## src/rtl/sn_to_bn.sv

```systemverilog
// Stochastic-to-binary converter: counts the ones in a fixed-length serial
// bitstream and emits a truncated, saturated binary value with a valid strobe.
module sn_to_bn #(
  parameter int BN_W     = 4,
  parameter int LEN_LOG2 = 4
) (
  input  logic                i_clk_stb,
  input  logic                i_rst_n_stb,
  input  logic                i_start_stb,
  input  logic                i_stop_stb,
  input  logic                i_sn_bit,
  input  logic                i_sn_valid,
  output logic [BN_W-1:0]     o_x_bn,
  output logic [LEN_LOG2:0]   o_ones_stb,
  output logic                o_valid_stb,
  output logic                o_busy_stb
);

  generate
    if (LEN_LOG2 < BN_W) begin : g_bad_params
      $error("sn_to_bn: LEN_LOG2 must be >= BN_W");
    end
  endgenerate

  localparam int SHIFT = (LEN_LOG2 >= BN_W) ? (LEN_LOG2 - BN_W) : 0;
  localparam logic [BN_W-1:0]   X_MAX  = '1;
  localparam logic [LEN_LOG2:0] X_MAX_W = (LEN_LOG2+1)'((1 << BN_W) - 1);

  typedef enum logic [1:0] {IDLE, ACC, DONE} state_t;

  state_t                state_reg, state_next;
  logic [LEN_LOG2-1:0]   len_cnt_reg, len_cnt_next;
  logic [LEN_LOG2:0]     ones_cnt_reg, ones_cnt_next;
  logic [BN_W-1:0]       x_bn_reg, x_bn_next;
  logic [LEN_LOG2:0]     ones_out_reg, ones_out_next;
  logic [LEN_LOG2:0]     ones_final;
  logic [LEN_LOG2:0]     ones_scaled;
  logic [BN_W-1:0]       x_final;
  logic                  last_bit;

  // The completing bit is folded in combinationally so the result latches on its edge.
  assign ones_final  = ones_cnt_reg + {{LEN_LOG2{1'b0}}, i_sn_bit};
  assign ones_scaled = ones_final >> SHIFT;
  assign x_final     = (ones_scaled > X_MAX_W) ? X_MAX : ones_scaled[BN_W-1:0];
  assign last_bit    = &len_cnt_reg;

  always_ff @(posedge i_clk_stb or negedge i_rst_n_stb) begin
    if (!i_rst_n_stb) begin
      state_reg    <= IDLE;
      len_cnt_reg  <= '0;
      ones_cnt_reg <= '0;
      x_bn_reg     <= '0;
      ones_out_reg <= '0;
    end else begin
      state_reg    <= state_next;
      len_cnt_reg  <= len_cnt_next;
      ones_cnt_reg <= ones_cnt_next;
      x_bn_reg     <= x_bn_next;
      ones_out_reg <= ones_out_next;
    end
  end

  always_comb begin
    state_next    = state_reg;
    len_cnt_next  = '0;
    ones_cnt_next = '0;
    x_bn_next     = x_bn_reg;
    ones_out_next = ones_out_reg;
    case (state_reg)
      IDLE: begin
        if (i_start_stb && !i_stop_stb) state_next = ACC;
      end
      ACC: begin
        // Stop beats start, and both beat the completing bit.
        if (i_stop_stb) begin
          state_next = IDLE;
        end else if (i_start_stb) begin
          state_next = ACC;
        end else if (i_sn_valid && last_bit) begin
          state_next    = DONE;
          x_bn_next     = x_final;
          ones_out_next = ones_final;
        end else if (i_sn_valid) begin
          len_cnt_next  = len_cnt_reg + LEN_LOG2'(1);
          ones_cnt_next = ones_final;
        end else begin
          len_cnt_next  = len_cnt_reg;
          ones_cnt_next = ones_cnt_reg;
        end
      end
      DONE: begin
        state_next = (i_start_stb && !i_stop_stb) ? ACC : IDLE;
      end
      default: state_next = IDLE;
    endcase
  end

  assign o_x_bn      = x_bn_reg;
  assign o_ones_stb  = ones_out_reg;
  assign o_valid_stb = (state_reg == DONE);
  assign o_busy_stb  = (state_reg == ACC);

endmodule

```

## config.mk

```make
export PLATFORM = sky130hd
export DESIGN_NAME = sn_to_bn
export DESIGN_NICKNAME = d
export VERILOG_FILES = /design/src/rtl/sn_to_bn.sv
export SDC_FILE = /design/constraint.sdc
export NUM_CORES = 1
export LEC_CHECK = 0
export CORE_UTILIZATION = 54
export DETAILED_ROUTE_END_ITERATION = 7
export MAX_ROUTING_LAYER = met4
export PLACE_DENSITY = 0.8
export SLEW_MARGIN = 5
export SYNTH_ARGS = -nofsm -noshare
export SYNTH_HDL_FRONTEND = slang
export SYNTH_SLANG_ARGS = --single-unit
```

## constraint.sdc

```tcl
create_clock -name i_clk_stb -period 3.9 [get_ports i_clk_stb]
set_input_delay 0.39 -clock i_clk_stb [delete_from_list [all_inputs] [get_ports i_clk_stb]]
set_output_delay 0.39 -clock i_clk_stb [all_outputs]
set_load 0.1 [all_outputs]
```

==> results.py, run 1 <==
metrics = {
    "floorplanning": {
        "die_w_microns": 44.2,
        "io_pins": 17,
        "start_util_pct": 60.9,
        "die_h_microns": 44.2,
        "fp.dieArea_sq_um": 1950,
        "row_count": 14,
        "coreArea_sq_um": 1580,
    },
    "pwr": {
        "clkPwrFrac_pct": 27.7,
        "p_int_uw": 253,
        "combPwrFrac_pct": 8.0,
        "switching_share_pct": 22.4,
        "p_sw_uw": 73.0,
        "total_leakage_power_uw": 0.000506,
        "ir_drop_uv": 208,
        "power_density_nw_per_um2": 287,
        "pwr-share-seq_pct": 64.2,
    },
    "finish": {
        "regArea_sq_um": 500,
        "instances_no_fill": 115,
        "areaGrowthSynthToFinish_pct": 18.4,
        "final_cell_mix": "dfrtp_1, clkdlybuf4s50_1, a21oi_1",
        "n_fill_cell": 120,
        "final_util_pct": 72.1,
        "fin_nets": 110,
        "multi_input_area_sq_um": 425,
        "drive_above_1_share_pct": 7.07,
        "antenna_cells": 0,
        "mostFrequentLayoutCell": "dfrtp_1",
    },
    "grt": {
        "grtUsageMet2_pct": 35.0,
        "antenna_found_initial": 0,
        "grt_pass1_vias": 676,
        "gr-total-overflow": 0,
        "grt_util_met1_pct": 32.4,
        "use_met3_pct": 3.67,
        "grt_pass1_wl_mm": 3.14,
        "grt_usage_pct": 23.5,
        "top_usage_layer": "met2",
        "grt_max_degree": 21,
    },
    "clock_network": {
        "clkSinkCount": 20,
        "post_cts_resized": 0,
        "clkLatencyLatePin_ns": 0.28,
        "h-tree-depth": 1,
        "clk_pin_slew_ns": 0.10,
        "postCtsHoldBufs": 0,
        "cts_max_path_buffers": 2,
        "cts_tree": "yes",
        "cts_buffers": 3,
        "cts-root-buf": "clkbuf_4",
        "postCtsSetupRepairBufs": 0,
    },
    "drt": {
        "drt_wl_total_mm": 1.85,
        "routed-via-count": 713,
        "vias_per_cell": 6.20,
        "dr.pass1.iters": 6,
        "drc": 0,
        "initialDrtViolationCount": 31,
        "drtAntennaViolNets": 0,
        "wl_per_cell_microns": 16.0,
    },
    "sta": {
        "slew_headroom_pct": 32.7,
        "fin_tns_setup_ns": 0,
        "skew_ns": 0.00270,
        "max_slew.worst_pin.slew_ns": 0.995,
        "period_share_pct": 62.5,
        "finalCriticalPeriod_ns": 2.44,
        "final_max_slew_viol_count": 0,
        "hold_violations": 0,
        "rsz0062_at_grt": "no",
        "setup_viol": 0,
        "fmax_mhz": 410,
        "fin_ws_ns": 1.46,
    },
    "setup_path": {
        "crit_cells": 2,
        "rr_worst_depth": 3,
        "cpMaxStageDelayCell": "clkdlybuf4s50_1",
        "crit_family": "buffers and inverters",
        "cp.required_ns": 3.51,
        "critical_path.cell_chain": "and2b_1 -> clkdlybuf4s50_1",
        "crit_path_max_incr_delay_ns": 1.12,
        "critPathArrivalTime_ns": 2.05,
        "crit_path_end_kind": "output pin",
        "start_kind": "register",
        "critical_path_class": "register to output pin",
        "cp_max_fo": 5,
        "cp_num_buf_inv": 1,
    },
    "synthesis": {
        "synth.distinct_cells": 29,
        "synth_area_leader_cell": "dfrtp_1",
        "syn_inst": 83,
        "synth.avg_cell_area_sq_um": 11.6,
        "yosysSeqAreaShare_pct": 52.2,
        "synth.area.top_cells": "dfrtp_1, a21oi_1, ha_1",
        "syn-num-nets": 92,
        "ys_ff_latch": 20,
        "yosysTopAreaCellShare_pct": 52.2,
        "synth_area_sq_um": 960,
        "yosysWarnings": 0,
    },
    "place": {
        "dp.cells": 112,
        "dp_worst_setup_slack_ns": 1.55,
        "port_buffers": 16,
        "hpwlAfterDp_mm": 1.33,
        "globalplace.congestion": 0.786,
    },
    "worst_hold_path": {
        "hold_path.class": "register to register",
        "hold_path_depth": 2,
    },
    "run_status": {
        "status": "finished, final reports clean",
    },
    "flow_run": {
        "drv_cap": 0,
    },
}
==> worst paths after layout <==
path,slack (ns),startpoint,end
worst max register to register,1.95,state_reg[1],o_ones_stb[1]
worst min register to register,0.53,o_ones_stb[2],o_ones_stb[2]
min in group asynchronous,0.58,i_rst_n_stb,ones_cnt_reg[4]
worst max-delay path,1.46,state_reg[1],o_busy_stb
max in group asynchronous,2.79,i_rst_n_stb,ones_cnt_reg[1]
worst min-delay path,0.53,o_ones_stb[2],o_ones_stb[2]
==> cell families after synthesis <==
logic type,after synthesis,share of synthesized area (%)
adders and majority gates,3,3.91
and+or+nand+nor,28,18.9
buffers and inverters,5,3.52
muxes,3,4.17
xor gates and xnor gates,5,4.56
DFF,20,52.2
AOI/OAI and AO/OA,19,12.8
==> worst reg2reg max path: cells and delay by family (launching register included) <==
kind             cells  cell delay, ns
and+or+nand+nor      2            1.10
muxes                1            0.31
DFF                  1            0.43
==> per-stage QoR <==
step                      hold WS, ns  area [sq um]  power [uW]
after global routing            0.562          1140         341
after global placement          0.491          1110         239
after detailed placement        0.516          1110         240
final                           0.529          1140         326
after CTS                       0.531          1140         329
after floorplan                0.0944           960         228
==> metal layers <==
| metal | wire [microns] | part of all wire, % |
|---|---|---|
| met1 | 927 | 50 |
| met2 | 844 | 46 |
| met4 | 0 | 0 |
| met5 | 0 | 0 |
| met3 | 73 | 4.0 |
==> layout make-up <==
type                    count  area share (%)
flip-flops and latches     20            44.1
multi-input cells          58            37.4
clock buffers               3            1.98
repair buffers             16            14.1
inverters                   2           0.661
well taps                  16            1.76
==> cells in the mapped netlist <==
cell,count
or4b_1,1
a211oi_1,1
and4_1,1
nand4b_1,1
nor2_1,5
xor2_1,2
dfrtp_1,20
nand3_1,6
nand3b_1,1
xnor2_1,3
a41oi_1,1
nor4b_1,1
nor2b_1,1
a21oi_1,10
inv_1,2
nor2_8,1
nor3_1,4
clkbuf_1,1
ha_1,3
mux2_4,2
a2bb2oi_1,3
o32ai_1,2
nand2_1,1
a31oi_1,2
buf_6,2
nand4_2,1
nand2b_1,3
mux2i_1,1
and2b_1,1
==> power by group through the flow <==
| stage | sequential (uW) | combinational [uW] | clock (uW) |
|---|---|---|---|
| 2_1_floorplan | 213 | 15.0 | 0 |
| 3_3_place_gp | 214 | 25.7 | 0 |
| 3_5_place_dp | 214 | 26.4 | 0 |
| 4_1_cts | 210 | 26.3 | 93.2 |
| 5_1_grt | 210 | 28.8 | 102 |
| 6_report | 210 | 26.2 | 90.5 |
No activity file was read; power rests on OpenSTA's default activity.
==> run 2: changes to the inputs <==
- CORE_UTILIZATION: 54 -> 50
- PLACE_DENSITY: 0.8 -> 0.74
- clock period: 3.9 -> 2.4 ns (I/O delays scaled with it)
==> results.py, run 2 (synthesis gave the netlist of run 1 again) <==
metrics = {
    "clock_network": {
        "postCtsHoldBufs": 0,
        "h-tree-depth": 1,
        "cts_tree": "yes",
        "cts_buffers": 3,
        "cts_max_path_buffers": 2,
        "postCtsSetupRepairBufs": 0,
        "clk_pin_slew_ns": 0.11,
        "cts-root-buf": "clkbuf_4",
        "clkLatencyLatePin_ns": 0.29,
        "post_cts_resized": 0,
        "clkSinkCount": 20,
    },
    "floorplanning": {
        "die_h_microns": 45.8,
        "row_count": 15,
        "io_pins": 17,
        "start_util_pct": 54.4,
        "die_w_microns": 45.8,
        "fp.dieArea_sq_um": 2100,
        "coreArea_sq_um": 1760,
    },
    "sta": {
        "finalCriticalPeriod_ns": 1.74,
        "rsz0062_at_grt": "no",
        "final_max_slew_viol_count": 0,
        "fin_ws_ns": 0.656,
        "max_slew.worst_pin.slew_ns": 0.491,
        "fin_tns_setup_ns": 0,
        "skew_ns": 0.00840,
        "period_share_pct": 72.7,
        "fmax_mhz": 573,
        "setup_viol": 0,
        "holdWs_ns": 0.282,
        "hold_violations": 0,
        "slew_headroom_pct": 67.0,
    },
    "place": {
        "port_buffers": 16,
        "globalplace.congestion": 0.737,
        "hpwlAfterDp_mm": 1.35,
        "dp.cells": 125,
        "dp_worst_setup_slack_ns": 0.403,
    },
    "worst_hold_path": {
        "hold_path.class": "input pin to async pin",
    },
    "drt": {
        "wl_per_cell_microns": 14.3,
        "drtAntennaViolNets": 0,
        "initialDrtViolationCount": 12,
        "dr.pass1.iters": 4,
        "routed-via-count": 712,
        "vias_per_cell": 5.56,
        "drc": 0,
        "drt_wl_total_mm": 1.83,
    },
    "grt": {
        "gr-total-overflow": 0,
        "grt_pass1_vias": 664,
        "grt_pass1_wl_mm": 3.04,
        "antenna_found_initial": 0,
        "grt_max_degree": 21,
        "grt_usage_pct": 21.4,
    },
    "pwr": {
        "p_int_uw": 415,
        "total_leakage_power_uw": 0.000547,
        "pwr-share-seq_pct": 63.6,
        "combPwrFrac_pct": 8.6,
        "power_density_nw_per_um2": 466,
        "p_sw_uw": 121,
        "clkPwrFrac_pct": 27.8,
        "ir_drop_uv": 306,
        "switching_share_pct": 22.6,
    },
    "setup_path": {
        "start_kind": "register",
        "critPathArrivalTime_ns": 1.92,
        "crit_path_max_incr_delay_ns": 0.44,
        "critical_path_class": "register to register",
        "critPathLaunch": "len_cnt_reg[0]",
        "critical_path.cell_chain": "ha_1 -> nand4_2 -> nor2_8 -> mux2_4",
        "cp_max_fo": 10,
        "r2r_start": "len_cnt_reg[0]",
        "crit_path_end_kind": "register",
        "cp.required_ns": 2.57,
        "cpMaxStageDelayCell": "dfrtp_1",
    },
    "finish": {
        "instances_no_fill": 128,
        "fin_nets": 114,
        "final_util_pct": 65.2,
        "final_cell_mix": "dfrtp_1, buf_4, a21oi_1",
        "areaGrowthSynthToFinish_pct": 19.8,
        "drive_above_1_share_pct": 21.4,
        "mostFrequentLayoutCell": "dfrtp_1",
        "antenna_cells": 0,
    },
    "flow_run": {
        "drv_cap": 0,
    },
    "run_status": {
        "status": "finished, final reports clean",
    },
}
-- run 2: cell types whose count changed in the layout (fill, tap and decap cells not counted), sizes merged --
| cell | delta |
|---|---|
| buf | +15 |
| clkdlybuf4s50 | -11 |
-- run 2: critical path: cells and delay by family (launching register included) --
kind          cells  cell delay (ns)
simple gates      2             0.63
fa+ha+maj         1             0.25
flops             1             0.44
mux               1             0.31
-- run 2: cell type report --
class	instances	area, sq um
Inverter	2	7.51
Sequential cell	20	500
Fill cell	149	614
Multi-Input combinational cell	58	425
Clock buffer	3	22.5
Tap cell	25	31.3
Timing Repair Buffer	20	163
-- run 2: final timing paths --
| check | endpoint | slack, ns | depth (start not counted) |
|---|---|---|---|
| setup / recovery | o_ones_stb[0] | 0.66 | 4 |
| hold / removal | len_cnt_reg[2] | 0.28 | 2 |
| setup reg to reg | o_ones_stb[0] | 0.66 | 4 |
| hold reg to reg | o_ones_stb[2] | 0.51 | 2 |
| max in group asynchronous | ones_cnt_reg[4] | 1.91 | 2 |
| min in group i_clk_stb | o_ones_stb[2] | 0.51 | 2 |
-- run 2: power by group through the flow --
stage | registers, uW | logic [uW] | clock network, uW
after detailed placement | 347 | 47.2 | 0
after CTS | 341 | 47.2 | 155
after floorplan | 347 | 24.3 | 0
after global routing | 341 | 50.8 | 172
final | 341 | 46.3 | 149
after global placement | 347 | 46.4 | 0
-- run 2: metal layers --
layer / up-vias / wire (microns) / GRT usage (%)
met5: - / 0 / -
met4: 0 / 21 / 8.82
met3: 2 / 62 / 2.38
met2: 14 / 874 / 31.4
met1: 346 / 868 / 30.2
li1: 350 / - / -
-- run 2: per-stage QoR --
| step | area, sq um | total power [uW] |
|---|---|---|
| floorplan | 960 | 371 |
| global placement | 1130 | 393 |
| detailed placement | 1130 | 394 |
| CTS | 1150 | 543 |
| global route | 1150 | 564 |
| finish | 1150 | 536 |
